**config.mk**
```make
export PLATFORM = sky130hd
export DESIGN_NAME = inv_sbox_iter
export DESIGN_NICKNAME = d
export VERILOG_FILES = /design/src/rtl/inv_sbox_iter.sv
export SDC_FILE = /design/constraint.sdc
export NUM_CORES = 1
export LEC_CHECK = 0
export ABC_AREA = 1
export BUFFER_PORTS_ARGS = -buffer_cell sky130_fd_sc_hd__buf_2
export CAP_MARGIN = 10
export CORE_ASPECT_RATIO = 0.9
export CORE_MARGIN = 2
export CORE_UTILIZATION = 60
export DETAILED_ROUTE_END_ITERATION = 6
export GPL_ROUTABILITY_DRIVEN = 0
export PLACE_DENSITY_LB_ADDON = 0.1
export SETUP_SLACK_MARGIN = 0.05
export SYNTH_ARGS = -nofsm -noshare
export SYNTH_HDL_FRONTEND = slang
export SYNTH_SLANG_ARGS = --single-unit
export TNS_END_PERCENT = 50
```
**constraint.sdc**
```tcl
create_clock -name clk -period 5.8 [get_ports clk]
set_input_delay 0.58 -clock clk [delete_from_list [all_inputs] [get_ports clk]]
set_output_delay 0.58 -clock clk [all_outputs]
set_load 0.01 [all_outputs]
```
**src/rtl/inv_sbox_iter.sv**
```systemverilog
// inv_sbox_iter: iterative AES inverse S-box (inverse affine, then y^254 by square-and-multiply)
module inv_sbox_iter (
  input  logic       clk,
  input  logic       rst,
  input  logic       in_valid,
  output logic       in_ready,
  input  logic [7:0] byte_in,
  output logic       out_valid,
  input  logic       out_ready,
  output logic [7:0] byte_out,
  output logic       busy
);
  typedef enum logic [1:0] {IDLE, CALC, DONE} state_t;
  state_t     state_q, state_d;
  logic [7:0] y_q, y_d, t_q, t_d, out_q, out_d, aff, sq, sqy;
  logic [2:0] cnt_q, cnt_d;
  function automatic logic [7:0] gmul(input logic [7:0] a, input logic [7:0] b);
    logic [7:0] p, x;
    p = 8'h00;
    x = a;
    for (int i = 0; i < 8; i++) begin
      if (b[i]) p ^= x;
      x = {x[6:0], 1'b0} ^ (x[7] ? 8'h1b : 8'h00);
    end
    return p;
  endfunction
  assign aff = {byte_in[6:0], byte_in[7]} ^ {byte_in[4:0], byte_in[7:5]} ^
               {byte_in[1:0], byte_in[7:2]} ^ 8'h05;
  assign sq  = gmul(t_q, t_q);
  assign sqy = gmul(sq, y_q);
  always_comb begin
    state_d = state_q;
    y_d     = y_q;
    t_d     = t_q;
    cnt_d   = cnt_q;
    out_d   = out_q;
    case (state_q)
      IDLE: if (in_valid) begin
        state_d = CALC;
        y_d     = aff;
        t_d     = aff;
        cnt_d   = 3'd0;
      end
      CALC: if (cnt_q == 3'd6) begin
        t_d     = sq;
        out_d   = sq;
        state_d = DONE;
      end else begin
        t_d   = sqy;
        cnt_d = cnt_q + 3'd1;
      end
      DONE:    state_d = out_ready ? IDLE : DONE;
      default: state_d = IDLE;
    endcase
  end
  always_ff @(posedge clk or posedge rst) begin
    if (rst) begin
      state_q <= IDLE;
      y_q     <= 8'h00;
      t_q     <= 8'h00;
      out_q   <= 8'h00;
      cnt_q   <= 3'd0;
    end else begin
      state_q <= state_d;
      y_q     <= y_d;
      t_q     <= t_d;
      out_q   <= out_d;
      cnt_q   <= cnt_d;
    end
  end
  assign in_ready  = state_q == IDLE;
  assign out_valid = state_q == DONE;
  assign busy      = state_q != IDLE;
  assign byte_out  = out_q;
endmodule

```
After elaboration in Yosys (flattened, before gate mapping)
Index checks and enable logic that the tools add are counted.

Register bits: 29. Output and inout bits: 11.

Add/sub/neg operators: 1. Eq/ne operators: 6. Muxes and demuxes: 40. Bitwise gates (word level): 31. Reduce and logical (&&, ||, !) cells: 8.

Operators by type and width (count): two-way mux 8 bit (18); XOR 8 bit (16); XOR 8 x 5 -> 8 bit (14); two-way mux 5 bit (14); case mux 8 bit (2 select lines) (1); AND reduction 2 bit (4); two-way mux 2 bit (3); two-way mux 3 bit (2); != test 2 bit (second input constant) (3); case mux 2 bit (3 select lines) (1); case mux 3 bit (2 select lines) (1); nonzero test 2 bit (2); adder 3 x 1 -> 3 bit (second input constant) (1); == test 3 bit (second input constant) (1); AND reduction 3 bit (1); == test 2 x 1 -> 1 bit (second input constant) (1); == test 2 bit (second input constant) (1); logical NOT 2 bit (1); inverter 2 bit (1).

Longest topological paths before layout
Word-level depth: 34. Mapped depth: 30.

Worst setup path after synthesis
Ideal clock, no wire load.

Path kind: register -> register. From: register t_q[0]. To: register t_q[5]. Arrival time: 2.628 ns. Data required time: 5.674 ns. Path slack: 3.047 ns. Stages on the path, launching flop included: 27. Path buffers: 1. Period minus slack after synthesis: 2.753 ns. Cells stage by stage: dfrtp_1 ha_1 inv_1 nand2_2 nand2_2 nand2_1 nand2_1 nand2_1 nand2_1 nand2_1 nand2_1 nand2_1 buf_4 nor2_1 nor2_2 nand2_1 nand2_1 nand2_1 nand2_2 o21bai_1 nand2_1 nand2_1 nand2_1 nand2_1 nand3_1 nand3_1 nand3_1.

Word-level cells in the longest chain between the ends: 32. Elaborated cells between the ends (all ways): 52.

RTL lines: start: declaration (line 15) `logic [7:0] y_q, y_d, t_q, t_d, out_q, out_d, aff, sq, sqy;`; start signal: assignment (line 66) `t_q <= t_d;`; two-way mux 8 bit (line 22) `if (b[i]) p ^= x;`; XOR 8 bit (line 22); two-way mux 8 bit (line 22); XOR 8 bit (line 22); two-way mux 8 bit (line 22); XOR 8 bit (line 22); two-way mux 8 bit (line 22); XOR 8 bit (line 22); [16 not listed]; XOR 8 bit (line 22); two-way mux 8 bit (line 22); XOR 8 bit (line 22); two-way mux 8 bit (line 22); XOR 8 bit (line 22); two-way mux 8 bit (line 22); two-way mux 8 bit * (line 44) `CALC: if (cnt_q == 3'd6) begin`; case mux 8 bit (2 select lines) * (line 37) `case (state_q)`.

Mark *: on every way between the ends. The rest lies on a longest branch, timed or not. A chain may end at the register's enable or synchronous reset.

Final worst setup path
From: register t_q[7]. To: register t_q[5].

Word-level cells in the longest chain between the ends: 33. Elaborated cells between the ends (all ways): 55.

RTL lines: two-way mux 5 bit (line 23) `x = {x[6:0], 1'b0} ^ (x[7] ? 8'h1b : 8'h00);`; XOR 8 x 5 -> 8 bit (line 23); XOR 8 bit (line 22); two-way mux 8 bit (line 22); XOR 8 bit (line 22); two-way mux 8 bit (line 22); XOR 8 bit (line 22); two-way mux 8 bit (line 22); [17 not listed]; XOR 8 bit (line 22); two-way mux 8 bit (line 22); XOR 8 bit (line 22); two-way mux 8 bit (line 22); XOR 8 bit (line 22); two-way mux 8 bit (line 22); two-way mux 8 bit * (line 44); case mux 8 bit (2 select lines) * (line 37).

Marks and branches as above.

==> flow_results.org <==
** Timing
- Max Slew Vio Count :: 0
- Based on the critical path, the design can be clocked at up to roughly 0.26 GHz.
- The worst path needs 3.83 ns of the cycle, external delays included.
- Setup slack on the critical path of the routed design comes to about 2.0 ns.
- Measured against its own limit, the worst slew margin works out to 0.522.
- Accumulated negative setup slack :: 0 ns
- Pin slew with the least headroom to its limit :: 0.715 ns
- Setup violations remaining at the end of the flow were counted as 0.
- Ratio of final minimum period to clock period :: 0.661
- Total count of hold-check failures in the final report :: 0
- Across the routed clock network, the largest skew measured is 0.00615 ns.
- Setup repair after global routing left no endpoint under its margin.

** Final layout
- Count of antenna diodes in the layout :: 0
- Total number of nets in the final design :: 851
- In the final layout, the share of cells above drive strength 1 is 0.109.
- Area Growth Syn to Fin :: 5.77%

** Synthesis
- Post-synthesis instance total :: 822
- Seq cells post-synth :: 29
- Compound-cell area share of the yosys netlist :: 0.0552
- Fraction of the yosys area taken by sequential cells :: 0.164
- Of the total synthesized cell area, the portion taken by full adders, half adders and majority gates is 0.00849.
- Cell area after technology mapping :: 0.00442 mm²
- Proportion of netlist area held by the largest area contributor :: 0.305
- Count of cell types in the netlist :: 34
- The largest total area in the synthesized netlist belongs to sky130_fd_sc_hd__nand2_1.
- Averaged over all synthesized cells, the footprint is about 5.4 µm².
- Largest family of logic cells by synthesized area :: simple AND/OR/NAND/NOR gates
- Of the total synthesized cell area, the portion taken by AND, OR, NAND and NOR gates is 0.571.
- XOR/XNOR Fraction of Synth Area :: 0.0733
- The Yosys step of the flow raised 0 warnings.
- By area the synthesized netlist is led by sky130_fd_sc_hd__nand2_1, sky130_fd_sc_hd__dfrtp_1, sky130_fd_sc_hd__nand3_1.
- Post-synthesis net count :: approximately 840
- Measured against the total synthesized area, the mux share comes to 0.00255.

** Drt
- Via density :: between 5 and 6
- For this block, the initial DRC count from the detailed router was 591.
- After detailed routing, the average wire length per cell comes to 14.1 µm.
- Wire length reported by the detailed router :: approximately 13000 µm
- Post-route antenna net violation count :: 0
- Drc violations :: 0
- Vias after detailed routing :: 5223
- Number of iterations in the first detailed-routing pass :: 6

** Critical path
- Maximum fanout count along the critical path :: 17
- Slowest CP cell :: sky130_fd_sc_hd__dfrtp_1
- Startpoint kind of the worst setup timing path :: flip-flop
- The critical path is of the reg -> reg type.
- For the worst setup path, the data required time is between 5 and 6 ns.
- Worst setup EP type :: flip-flop
- The cell that appears most often on the critical path is sky130_fd_sc_hd__nand2_1.
- Critical Path Max Stage Delay :: 0.70 ns
- Across all register-to-register paths, the minimum setup slack is 1.97 ns.
- CP arrival :: 3.99 ns

** Floorplanning
- The die is 85.5 µm tall.
- Core box area :: about 0.007 mm²
- Chip Width :: 94.5 µm
- 23 I/O pins were placed.
- For this configuration, the core starts out at a cell density of 0.622.
- Cell Rows :: 29
- Die Footprint :: 0.00808 mm²

** Clock network
- Buffers inserted to repair hold after CTS numbered 0.
- Number of setup buffers added after CTS :: 0
- # H-tree levels :: 2
- Total clock buffers created by CTS :: 5
- After clock tree synthesis, the repair step resized 0 gates.
- Largest buffer count on any clock path :: 2
- Count of clock tree sinks :: 29
- Insertion delay to the later sink of the worst-skew pair :: 0.29 ns
- Root Buffer :: sky130_fd_sc_hd__clkbuf_8
- After clock tree synthesis, the clock-pin slew on the worst setup and hold paths is 0.07 ns.
- TritonCTS built the clock tree.

** Global route
- Pin count of the biggest net entering global routing :: 30
- Vias in the first global route :: 4720
- The first global-routing pass estimated 21900 µm of wire.
- Antenna violations before repair :: 0
- The total overflow left after global routing is 0.
- For this run, the total global-route usage over all layers was measured as 0.341.

** Placed design
- At the placement stage, the worst setup path has a slack of 2.09 ns.
- DPL Wire Length :: 10300 µm
- Input/output buffers :: 22

** Hold path
- Hold Crit Class :: in -> async

** Run
- The tool flagged a number of max-cap violations equal to 0.

** Status
- The run finished with clean final reports.
## cells in the mapped netlist
master,count
sky130_fd_sc_hd__or2_2,1
sky130_fd_sc_hd__inv_4,1
sky130_fd_sc_hd__nand2_4,4
sky130_fd_sc_hd__buf_2,2
sky130_fd_sc_hd__a21oi_1,12
sky130_fd_sc_hd__buf_4,5
sky130_fd_sc_hd__o21ai_1,3
sky130_fd_sc_hd__a21boi_1,3
sky130_fd_sc_hd__nand3b_1,10
sky130_fd_sc_hd__inv_1,97
sky130_fd_sc_hd__dfrtp_1,29
sky130_fd_sc_hd__nor2_1,50
sky130_fd_sc_hd__clkinv_1,3
sky130_fd_sc_hd__nand3_2,8
sky130_fd_sc_hd__nand2_1,359
sky130_fd_sc_hd__nor3_1,1
sky130_fd_sc_hd__o21a_1,2
sky130_fd_sc_hd__clkbuf_1,4
sky130_fd_sc_hd__inv_2,14
sky130_fd_sc_hd__xor2_1,20
sky130_fd_sc_hd__o21ai_0,15
sky130_fd_sc_hd__nand4_1,6
sky130_fd_sc_hd__nand2_2,26
sky130_fd_sc_hd__mux2_2,1
sky130_fd_sc_hd__nor2_4,1
sky130_fd_sc_hd__ha_1,3
sky130_fd_sc_hd__nor2_2,3
sky130_fd_sc_hd__nand3_1,110
sky130_fd_sc_hd__o21ai_2,1
sky130_fd_sc_hd__o211ai_1,2
sky130_fd_sc_hd__buf_6,5
sky130_fd_sc_hd__a2bb2oi_1,2
sky130_fd_sc_hd__xnor2_1,17
sky130_fd_sc_hd__o21bai_1,2
## worst max-delay path, delay by kind of cell, from the launching register on
kind,cells,cell delay [ns]
AND/OR/NAND/NOR,21,2.12
buffers and inverters,2,0.30
AO/OA/AOI/OAI,1,0.18
adder cells (fa/ha/maj),1,0.40
flip-flops,1,0.70
## worst paths after layout
kind                       cells past startpoint               startpoint                      end
min reg2reg                                    2  byte_out[2]$_DFFE_PP0P_  byte_out[2]$_DFFE_PP0P_
min                                            2                      rst   state_q[0]$_DFFE_PP0P_
min in group clk                               2  byte_out[2]$_DFFE_PP0P_  byte_out[2]$_DFFE_PP0P_
max                                           25       t_q[7]$_DFFE_PP0P_       t_q[5]$_DFFE_PP0P_
max reg2reg                                   25       t_q[7]$_DFFE_PP0P_       t_q[5]$_DFFE_PP0P_
max in group asynchronous                      3                      rst       t_q[5]$_DFFE_PP0P_
## area by class of cell
type / instances / area, µm²
clock buffer: 6 / 82.6
clock inverter: 2 / 37.5
fill: 669 / 2430
inverter: 115 / 434
multi-input combinational: 662 / 3140
sequential: 29 / 726
tap: 93 / 116
timing repair buffer: 23 / 138
## metrics by stage
step / hold slack (ns) / std cells / util / instance area (µm²)
4_1_cts: 0.487 / 929 / 0.654 / 4650
2_1_floorplan: 0.504 / 822 / - / 4420
6_report: 0.221 / 930 / 0.658 / 4680
5_1_grt: 0.234 / 930 / 0.658 / 4680
3_3_place_gp: 0.462 / 921 / 0.637 / 4530
3_5_place_dp: 0.462 / 921 / 0.637 / 4530
## cells in the final DEF (no fill, tap or decap), types with 2 or more instances in the layout
cell type,n
sky130_fd_sc_hd__o21ai_0,15
sky130_fd_sc_hd__dfrtp_1,29
sky130_fd_sc_hd__xor2_1,20
sky130_fd_sc_hd__o21a_1,2
sky130_fd_sc_hd__buf_2,22
sky130_fd_sc_hd__nand2_1,359
sky130_fd_sc_hd__ha_1,3
sky130_fd_sc_hd__nand3b_1,10
sky130_fd_sc_hd__clkinv_1,3
sky130_fd_sc_hd__o21ai_1,3
sky130_fd_sc_hd__o21bai_1,2
sky130_fd_sc_hd__nor2_1,50
sky130_fd_sc_hd__o211ai_1,2
sky130_fd_sc_hd__inv_1,97
sky130_fd_sc_hd__nand4_1,6
sky130_fd_sc_hd__a2bb2oi_1,2
sky130_fd_sc_hd__nand3_2,8
sky130_fd_sc_hd__nor2_2,3
sky130_fd_sc_hd__a21boi_1,3
sky130_fd_sc_hd__nand2_2,26
sky130_fd_sc_hd__xnor2_1,17
sky130_fd_sc_hd__inv_2,14
sky130_fd_sc_hd__a21oi_1,12
sky130_fd_sc_hd__nand3_1,110
sky130_fd_sc_hd__clkbuf_8,6
sky130_fd_sc_hd__nand2_4,4
## registers in the layout, indices dropped and copies added (netlist names)
register,flops
cnt_q,3
y_q,8
state_q,2
t_q,8
byte_out,8
## kinds of logic (layout without fill, tap and decap cells)
group                    after synthesis  in the layout
flip-flops                            29             29
AND/OR/NAND/NOR                      579            579
buffers and inverters                131            146
adder cells (fa/ha/maj)                3              3
AO/OA/AOI/OAI                         42             42
multiplexers                           1              1
XOR/XNOR                              37             37
## metal layers
metal  track usage  vias to the layer above  part of all wire
met5             0                        -                 0
met2         0.528                      316              0.42
met1         0.487                     2284              0.44
met4        0.0883                        0             0.021
met3        0.0684                       44              0.12
li1              -                     2579                 -
Power is left out: the tool's default activity adds up to more than one toggle a clock period on the data nets, which glitch-free logic cannot reach.
